### config.mk
export PLATFORM = sky130hd
export DESIGN_NAME = cmd_queue_ctrl_flat
export DESIGN_NICKNAME = d
export VERILOG_FILES = /design/src/rtl/cmd_queue_ctrl_pkg.sv /design/src/rtl/cmd_queue_ctrl_if.sv /design/src/rtl/cmd_queue_ctrl_dest_fifo.sv /design/src/rtl/cmd_queue_ctrl.sv /design/src/flat_wrapper.sv
export SDC_FILE = /design/constraint.sdc
export NUM_CORES = 1
export LEC_CHECK = 0
export BUFFER_PORTS_ARGS = -buffer_cell sky130_fd_sc_hd__buf_2
export CAP_MARGIN = 10
export CORE_UTILIZATION = 42
export DETAILED_ROUTE_END_ITERATION = 6
export GPL_ROUTABILITY_DRIVEN = 0
export PLACE_DENSITY_LB_ADDON = 0.05
export SLEW_MARGIN = 20
export SYNTH_ARGS = -nofsm -noshare
export SYNTH_HDL_FRONTEND = slang
export SYNTH_SLANG_ARGS = --single-unit
export TNS_END_PERCENT = 10
### constraint.sdc
create_clock -name clk -period 4.16 [get_ports clk]
set_input_delay 0.624 -clock clk [delete_from_list [all_inputs] [get_ports clk]]
set_output_delay 0.624 -clock clk [all_outputs]
set_load 0.005 [all_outputs]
### src/rtl/cmd_queue_ctrl_pkg.sv
// Shared types for the follower-robot command queue controller.
// Latency: n/a (types and constants only).
// Backpressure: n/a.
//
// Contents: command opcodes, controller states, parameter defaults and a
// width helper that never returns zero.
package cmd_ctrl_pkg;

   typedef enum logic [1:0] {
      OP_STOP   = 2'b00,
      OP_GO     = 2'b01,
      OP_APPEND = 2'b10,
      OP_RSVD   = 2'b11
   } opcode_t;

   typedef enum logic [1:0] {
      IDLE    = 2'd0,
      TRANSIT = 2'd1,
      DWELL   = 2'd2
   } state_t;

   localparam int BUZZ_PERIOD_DEF = 12500;
   localparam int DWELL_CYC_DEF   = 50000;

   // Counter width able to hold 0..n-1; at least one bit so n == 1 still works.
   function automatic int cnt_w(input int n);
      return (n > 1) ? $clog2(n) : 1;
   endfunction

endpackage

### src/rtl/cmd_queue_ctrl_if.sv
// Bundles the UART command, barcode and motion/buzzer signals of the controller.
// Latency: n/a (wiring only).
// Backpressure: cmd_rdy / ID_vld are held by their sources until clr_cmd_rdy / clr_ID_vld.
//
// slave  : controller side (takes cmd, cmd_rdy, ID, ID_vld, OK2Move; drives the rest)
// master : environment side (UART receiver, barcode reader, motion logic)
interface cmd_queue_ctrl_if #(
   parameter int DEPTH = 4
);
   localparam int CNT_W = $clog2(DEPTH + 1);

   logic [7:0]       cmd;
   logic             cmd_rdy;
   logic [7:0]       ID;
   logic             ID_vld;
   logic             OK2Move;
   logic             go;
   logic             in_transit;
   logic             clr_cmd_rdy;
   logic             clr_ID_vld;
   logic             buzz;
   logic             buzz_n;
   logic             arrived;
   logic             cmd_drop;
   logic [CNT_W-1:0] q_cnt;
   logic             q_full;

   modport slave (
      input  cmd, cmd_rdy, ID, ID_vld, OK2Move,
      output go, in_transit, clr_cmd_rdy, clr_ID_vld, buzz, buzz_n,
             arrived, cmd_drop, q_cnt, q_full
   );

   modport master (
      output cmd, cmd_rdy, ID, ID_vld, OK2Move,
      input  go, in_transit, clr_cmd_rdy, clr_ID_vld, buzz, buzz_n,
             arrived, cmd_drop, q_cnt, q_full
   );

endinterface

### src/rtl/cmd_queue_ctrl_dest_fifo.sv
// Circular queue of destination IDs; head is the current navigation target.
// Latency: updates visible one cycle after the operation; head/count are registered.
// Backpressure: push ignored when full, pop ignored when empty; caller checks o_full.
//
// Ports: clk, rst (sync, active-high); i_flush empties the queue; i_load empties it
// and writes i_dat as the only entry; i_push appends i_dat; i_pop drops the head;
// o_head, o_cnt, o_full report the queue. Priority: rst/flush > load > push/pop.
module dest_fifo #(
   parameter int ID_W  = 6,
   parameter int DEPTH = 4
) (
   input  logic                         clk,
   input  logic                         rst,
   input  logic                         i_flush,
   input  logic                         i_load,
   input  logic                         i_push,
   input  logic                         i_pop,
   input  logic [ID_W-1:0]              i_dat,
   output logic [ID_W-1:0]              o_head,
   output logic [$clog2(DEPTH+1)-1:0]   o_cnt,
   output logic                         o_full
);
   localparam int PW = $clog2(DEPTH);
   localparam int CW = $clog2(DEPTH + 1);

   logic [ID_W-1:0] r_mem [DEPTH];
   logic [PW-1:0]   r_rd_ptr;
   logic [PW-1:0]   r_wr_ptr;
   logic [CW-1:0]   r_cnt;

   logic            w_full;
   logic            w_do_push;
   logic            w_do_pop;
   logic            w_we;
   logic [PW-1:0]   w_waddr;

   assign w_full    = (r_cnt == CW'(DEPTH));
   assign w_do_push = i_push & ~w_full;
   assign w_do_pop  = i_pop & (r_cnt != '0);

   // A load restarts the ring at slot 0 so the single entry is the head.
   assign w_we    = ~rst & ~i_flush & (i_load | w_do_push);
   assign w_waddr = i_load ? '0 : r_wr_ptr;

   always_ff @(posedge clk) begin
      if (w_we) begin
         r_mem[w_waddr] <= i_dat;
      end
   end

   // Pointers are PW bits wide, so the +1 wraps modulo DEPTH (a power of 2).
   always_ff @(posedge clk) begin
      if (rst || i_flush) begin
         r_rd_ptr <= '0;
         r_wr_ptr <= '0;
         r_cnt    <= '0;
      end else if (i_load) begin
         r_rd_ptr <= '0;
         r_wr_ptr <= PW'(1);
         r_cnt    <= CW'(1);
      end else begin
         if (w_do_push) begin
            r_wr_ptr <= r_wr_ptr + PW'(1);
         end
         if (w_do_pop) begin
            r_rd_ptr <= r_rd_ptr + PW'(1);
         end
         case ({w_do_push, w_do_pop})
            2'b10:   r_cnt <= r_cnt + CW'(1);
            2'b01:   r_cnt <= r_cnt - CW'(1);
            default: r_cnt <= r_cnt;
         endcase
      end
   end

   assign o_head = r_mem[r_rd_ptr];
   assign o_cnt  = r_cnt;
   assign o_full = w_full;

endmodule

### src/rtl/cmd_queue_ctrl.sv
// Follower-robot command controller: queue of destinations, dwell at intermediate stops, obstacle buzzer.
// Latency: acks/arrived/cmd_drop combinational in the presenting cycle; state, q_cnt, buzz one cycle later.
// Backpressure: a command is consumed every cycle cmd_rdy is high; ID waits while a command is present.
//
// Ports: clk, rst (sync, active-high); bus (slave modport) carries cmd/cmd_rdy from
// the UART, ID/ID_vld from the barcode reader, OK2Move from the obstacle check, and
// drives go, in_transit, clr_cmd_rdy, clr_ID_vld, buzz, buzz_n, arrived, cmd_drop,
// q_cnt and q_full.
module cmd_queue_ctrl
   import cmd_ctrl_pkg::*;
#(
   parameter int ID_W        = 6,
   parameter int DEPTH       = 4,
   parameter int DWELL_CYC   = DWELL_CYC_DEF,
   parameter int BUZZ_PERIOD = BUZZ_PERIOD_DEF
) (
   input  logic          clk,
   input  logic          rst,
   cmd_queue_ctrl_if.slave bus
);
   localparam int CNT_W = $clog2(DEPTH + 1);
   localparam int DW_W  = cnt_w(DWELL_CYC);
   localparam int BZ_W  = cnt_w(BUZZ_PERIOD);

   localparam logic [DW_W-1:0] DWELL_LD = DW_W'(DWELL_CYC - 1);
   localparam logic [BZ_W-1:0] BZ_LAST  = BZ_W'(BUZZ_PERIOD - 1);
   localparam logic [BZ_W-1:0] BZ_HALF  = BZ_W'(BUZZ_PERIOD / 2);

   state_t           r_state;
   state_t           w_state_nxt;
   opcode_t          w_op;

   logic             w_cmd_v;
   logic             w_id_v;
   logic             w_id_hit;
   logic [ID_W-1:0]  w_head;
   logic [CNT_W-1:0] w_cnt;
   logic             w_full;

   logic             w_flush;
   logic             w_load;
   logic             w_push;
   logic             w_pop;
   logic             w_arrived;
   logic             w_cmd_drop;
   logic             w_dwell_ld;

   logic [DW_W-1:0]  r_dwell_cnt;
   logic [BZ_W-1:0]  r_buzz_cnt;
   logic             r_buzz;
   logic             r_buzz_n;
   logic             w_in_transit;
   logic             w_buzz_en;
   logic             w_buzz_hi;

   // Upper ID/cmd bits beyond ID_W are intentionally ignored.
   logic             w_unused_ok;
   assign w_unused_ok = ^{bus.cmd, bus.ID};

   assign w_op    = opcode_t'(bus.cmd[7:6]);
   assign w_cmd_v = bus.cmd_rdy;
   // A pending command blocks the ID for this cycle so the ID is compared
   // against the head the command leaves behind.
   assign w_id_v  = bus.ID_vld & ~bus.cmd_rdy;
   // Count guard keeps a stale slot from matching when the queue is empty.
   assign w_id_hit = (bus.ID[ID_W-1:0] == w_head) && (w_cnt != '0);

   dest_fifo #(
      .ID_W  (ID_W),
      .DEPTH (DEPTH)
   ) u_dest_fifo (
      .clk     (clk),
      .rst     (rst),
      .i_flush (w_flush),
      .i_load  (w_load),
      .i_push  (w_push),
      .i_pop   (w_pop),
      .i_dat   (bus.cmd[ID_W-1:0]),
      .o_head  (w_head),
      .o_cnt   (w_cnt),
      .o_full  (w_full)
   );

   always_ff @(posedge clk) begin
      if (rst) begin
         r_state <= IDLE;
      end else begin
         r_state <= w_state_nxt;
      end
   end

   // ID/dwell handling first, then the command path overrides it; w_id_v is
   // low whenever a command is present, so pop and push never coincide.
   always_comb begin
      w_state_nxt = r_state;
      w_flush     = 1'b0;
      w_load      = 1'b0;
      w_push      = 1'b0;
      w_pop       = 1'b0;
      w_arrived   = 1'b0;
      w_cmd_drop  = 1'b0;
      w_dwell_ld  = 1'b0;

      case (r_state)
         TRANSIT: begin
            if (w_id_v && w_id_hit) begin
               w_pop     = 1'b1;
               w_arrived = 1'b1;
               if (w_cnt == CNT_W'(1)) begin
                  w_state_nxt = IDLE;
               end else begin
                  w_state_nxt = DWELL;
                  w_dwell_ld  = 1'b1;
               end
            end
         end
         DWELL: begin
            if (r_dwell_cnt == '0) begin
               w_state_nxt = TRANSIT;
            end
         end
         default: ;
      endcase

      if (w_cmd_v) begin
         case (w_op)
            OP_STOP: begin
               w_flush     = 1'b1;
               w_state_nxt = IDLE;
            end
            OP_GO: begin
               w_load      = 1'b1;
               w_state_nxt = TRANSIT;
            end
            OP_APPEND: begin
               if (w_full) begin
                  w_cmd_drop = 1'b1;
               end else begin
                  w_push = 1'b1;
                  if (r_state == IDLE) begin
                     w_state_nxt = TRANSIT;
                  end
               end
            end
            default: ;
         endcase
      end
   end

   // Loaded with DWELL_CYC-1 on entry and exits on zero: DWELL_CYC cycles in DWELL.
   always_ff @(posedge clk) begin
      if (rst) begin
         r_dwell_cnt <= '0;
      end else if (w_dwell_ld) begin
         r_dwell_cnt <= DWELL_LD;
      end else if ((r_state == DWELL) && (r_dwell_cnt != '0)) begin
         r_dwell_cnt <= r_dwell_cnt - DW_W'(1);
      end
   end

   assign w_in_transit = (r_state == TRANSIT);
   assign w_buzz_en    = w_in_transit & ~bus.OK2Move;
   assign w_buzz_hi    = (r_buzz_cnt >= BZ_HALF);

   // Both buzzer drives are registered so they drop together one cycle after
   // the enable falls, and are never both high.
   always_ff @(posedge clk) begin
      if (rst || !w_buzz_en) begin
         r_buzz_cnt <= '0;
         r_buzz     <= 1'b0;
         r_buzz_n   <= 1'b0;
      end else begin
         r_buzz_cnt <= (r_buzz_cnt == BZ_LAST) ? '0 : r_buzz_cnt + BZ_W'(1);
         r_buzz     <= w_buzz_hi;
         r_buzz_n   <= ~w_buzz_hi;
      end
   end

   assign bus.in_transit  = w_in_transit;
   assign bus.go          = w_in_transit & bus.OK2Move;
   assign bus.clr_cmd_rdy = w_cmd_v;
   assign bus.clr_ID_vld  = w_id_v;
   assign bus.arrived     = w_arrived;
   assign bus.cmd_drop    = w_cmd_drop;
   assign bus.q_cnt       = w_cnt;
   assign bus.q_full      = w_full;
   assign bus.buzz        = r_buzz;
   assign bus.buzz_n      = r_buzz_n;

endmodule

### src/flat_wrapper.sv
// flat-port wrapper written by rule: the top's interface ports become plain ports
module cmd_queue_ctrl_flat import cmd_ctrl_pkg::*;
#(
   parameter int ID_W        = 6,
   parameter int DEPTH       = 4,
   parameter int DWELL_CYC   = DWELL_CYC_DEF,
   parameter int BUZZ_PERIOD = BUZZ_PERIOD_DEF
)
  (clk, rst, bus_cmd, bus_cmd_rdy, bus_ID, bus_ID_vld, bus_OK2Move, bus_go, bus_in_transit, bus_clr_cmd_rdy, bus_clr_ID_vld, bus_buzz, bus_buzz_n, bus_arrived, bus_cmd_drop, bus_q_cnt, bus_q_full);
  cmd_queue_ctrl_if #(.DEPTH(DEPTH)) bus_i ();
  input  logic clk;
  input  logic rst;
  input wire logic [$bits(bus_i.cmd)-1:0] bus_cmd;
  input wire logic [$bits(bus_i.cmd_rdy)-1:0] bus_cmd_rdy;
  input wire logic [$bits(bus_i.ID)-1:0] bus_ID;
  input wire logic [$bits(bus_i.ID_vld)-1:0] bus_ID_vld;
  input wire logic [$bits(bus_i.OK2Move)-1:0] bus_OK2Move;
  output wire logic [$bits(bus_i.go)-1:0] bus_go;
  output wire logic [$bits(bus_i.in_transit)-1:0] bus_in_transit;
  output wire logic [$bits(bus_i.clr_cmd_rdy)-1:0] bus_clr_cmd_rdy;
  output wire logic [$bits(bus_i.clr_ID_vld)-1:0] bus_clr_ID_vld;
  output wire logic [$bits(bus_i.buzz)-1:0] bus_buzz;
  output wire logic [$bits(bus_i.buzz_n)-1:0] bus_buzz_n;
  output wire logic [$bits(bus_i.arrived)-1:0] bus_arrived;
  output wire logic [$bits(bus_i.cmd_drop)-1:0] bus_cmd_drop;
  output wire logic [$bits(bus_i.q_cnt)-1:0] bus_q_cnt;
  output wire logic [$bits(bus_i.q_full)-1:0] bus_q_full;
  assign bus_i.cmd = bus_cmd;
  assign bus_i.cmd_rdy = bus_cmd_rdy;
  assign bus_i.ID = bus_ID;
  assign bus_i.ID_vld = bus_ID_vld;
  assign bus_i.OK2Move = bus_OK2Move;
  assign bus_go = bus_i.go;
  assign bus_in_transit = bus_i.in_transit;
  assign bus_clr_cmd_rdy = bus_i.clr_cmd_rdy;
  assign bus_clr_ID_vld = bus_i.clr_ID_vld;
  assign bus_buzz = bus_i.buzz;
  assign bus_buzz_n = bus_i.buzz_n;
  assign bus_arrived = bus_i.arrived;
  assign bus_cmd_drop = bus_i.cmd_drop;
  assign bus_q_cnt = bus_i.q_cnt;
  assign bus_q_full = bus_i.q_full;
  cmd_queue_ctrl #(.ID_W(ID_W), .DEPTH(DEPTH), .DWELL_CYC(DWELL_CYC), .BUZZ_PERIOD(BUZZ_PERIOD)) u_core (.clk(clk), .rst(rst), .bus(bus_i));
endmodule
==> results.ini <==
[run_status]
run_status=complete, no violations

[placed_design]
post-place-ws_ns=1.23
hpwl_um=4360
portBuffers=30

[job]
maxCapViolCount=0

[timing]
fmaxAchievable_mhz=323
finalHoldViolations=0
drv_slew=0
setup_violations=0
layout_setup_ws_ns=1.07
rsz0062_at_grt=false
finalSetupTns_ns=0
fin_crit_sh_pct=74.4
layout_min_cycle_time_ns=3.09
tightest_slew_ns=0.683
skew_ns=0.0114
maxSlewHeadroom_pct=54.0

[clock_tree]
cts_tree=built
clock-sinks=67
cts_setup_buffers=0
clock-root-buffer=clkbuf_8
cts_resized=0
clk_latency_ns=0.34
cts_made_buffers=9
cts.htree.levels=3
hold_buffers=0
cts_buffer_depth=2
cts.clk_slew.worst_paths_ns=0.08

[grt]
grt_max_degree=23
antenna_found_initial=0
grt_pass1_vias=2212
track_usage_pct=17.1
grt_pass1_wl_um=10200
grt.overflow.total=0

[finish]
layout.nets=378
area_growth_pct=15.0
drive_above_1_share_pct=15.8
fillerInstances=702
antenna_cells=0

[power_and_ir_drop]
p_leak_nw=1.38
internal_power_mw=1.12
p_clk_share_pct=46.3
ir_drop_uv=203
comb_power_share_pct=5.5
switchingPower_mw=0.311
swShare_pct=21.8
power_density_nw_per_um2=387
seq_power_share_pct=48.3

[hold_path]
whs_path_depth=1
hp-class=reg -> reg

[drt]
vias=2253
dr.pass1.iters=4
drt_iter0_drc=35
drc=0
drt_wl_total_um=6010
via_per_inst=5.03
antenna_left=0
wire_per_inst_um=13.4

[critical_path]
arrival_ns=2.47
crit_fanout=10
cp-end-kind=output port
critPathLaunchType=flop
reg2regPathDepth=10
crit_type=reg -> out
required_ns=3.54

[floorplanning]
die_w_um=89.5
ioPinCount=33
dieHeight_um=89.5
start_util_pct=43.8
dieArea_um2=8010
fp-row-count=31
core-area_um2=7330

[synthesis]
yosys.area.top_type=dfxtp_1
ys_types=49
synth_cells=312
avgSynthCellArea_um2=10.3
yosys_warnings=0
synthFlopType=dfxtp_1
async_flop_share_pct=0
synth_common_cells=43 x dfxtp_1, 32 x nor2_1, 24 x edfxtp_1, 21 x xnor2_1
ys_ff_latch=67
synth-seq-area-share_pct=49.2
synth_fp_nets=346
ys_top_cells_by_area=dfxtp_1 27%, edfxtp_1 22%, xnor2_1 5.7%
synth_area_um2=3210
synth_top_area_share_pct=26.8
synth.most_common_cell=dfxtp_1
synth_edf_count=24

[flip-flops by register name, indices dropped and copies added (netlist names), named ones only]
signal,cells
u_core.u_dest_fifo.r_mem,24
u_core.r_buzz_cnt,14
u_core.bus.buzz,1
u_core.r_state,2
u_core.u_dest_fifo.r_wr_ptr,2
u_core.u_dest_fifo.r_rd_ptr,2
u_core.u_dest_fifo.o_cnt,3
u_core.r_dwell_cnt,16
u_core.bus.buzz_n,1
[worst max-delay path, stage by stage (launching register included)]
cell	delay, ns
dfxtp_1	0.67
mux4_2	0.40
xnor2_1	0.14
o2111ai_1	0.13
a211oi_1	0.41
nand2_1	0.19
inv_1	0.08
buf_2	0.11
[path summary, 6_finish.rpt]
kind                         from                     endpoint  slack (ns)
min          u_core.r_buzz_cnt[0]         u_core.r_buzz_cnt[0]        0.48
max reg2reg                  flop  u_core.u_dest_fifo.o_cnt[2]        1.27
max                          flop                  bus_arrived        1.07
min reg2reg  u_core.r_buzz_cnt[0]         u_core.r_buzz_cnt[0]        0.48
[area by class of cell]
cell class	instances	area, um2	share of cell area (%)
Clock buffer	9	124	3.35
Clock inverter	7	124	3.35
Inverter	16	60.1	1.62
Multi-Input combinational cell	219	1530	41.3
Sequential cell	67	1580	42.8
Tap cell	99	124	3.35
Timing Repair Buffer	31	158	4.26
[power groups by stage]
stage                     clock network, mW  logic (mW)  registers [mW]
after floorplan                           0      0.0468           0.704
after global placement                    0      0.0784           0.705
after detailed placement                  0      0.0784           0.705
after CTS                             0.679      0.0789           0.690
after global routing                  0.703      0.0887           0.691
final                                 0.661      0.0780           0.690
[layer usage]
metal,global-route usage [%],vias to the layer above,part of all wire [%]
met5,0,-,0
met4,5.19,0,0.85
met3,4.80,6,3.0
met2,28.9,29,48
met1,21.3,1045,48
li1,-,1173,-
[cell usage in the layout (no fill, tap or decap), types with 2 or more instances in the layout]
cell type / instances
ha_1: 13
nand2_1: 19
nor3_1: 14
nand2b_1: 3
xnor2_1: 21
buf_2: 30
bufinv_16: 3
a211oi_1: 2
nor2_1: 32
o211ai_1: 2
and3_1: 4
clkinv_4: 2
xor2_1: 17
o21ai_0: 6
edfxtp_1: 24
nand3_1: 8
or3_1: 7
and2_1: 2
nand4b_1: 2
dfxtp_1: 43
o31ai_1: 2
a21oi_1: 19
or4_1: 5
nor4_1: 4
clkbuf_8: 9
a31oi_1: 4
inv_1: 16
mux2i_1: 9
nor2b_1: 3
nand4_1: 2
[per-stage QoR]
stage / cell area (um2) / total power [mW] / cells / util, % / hold slack (ns)
5_1_grt: 3700 / 1.48 / 448 / 50.4 / 0.482
6_report: 3700 / 1.43 / 448 / 50.4 / 0.480
3_5_place_dp: 3450 / 0.784 / 432 / 47.1 / 0.464
3_3_place_gp: 3450 / 0.783 / 432 / 47.1 / 0.459
2_1_floorplan: 3210 / 0.751 / 312 / - / 0.437
4_1_cts: 3700 / 1.45 / 448 / 50.4 / 0.473
[cells by family (layout without fill, tap and decap cells)]
logic type                 Yosys count  in the layout  share of synthesized area (%)
AOI/OAI and AO/OA                   46             46                           9.93
xor gates and xnor gates            38             38                           10.4
adders and majority gates           13             13                           5.06
buffers and inverters               26             63                           3.54
DFF                                 67             67                           49.2
muxes                               11             11                           4.32
and+or+nand+nor                    111            111                           17.6
Note: power is estimated with default switching activity, not from simulation.
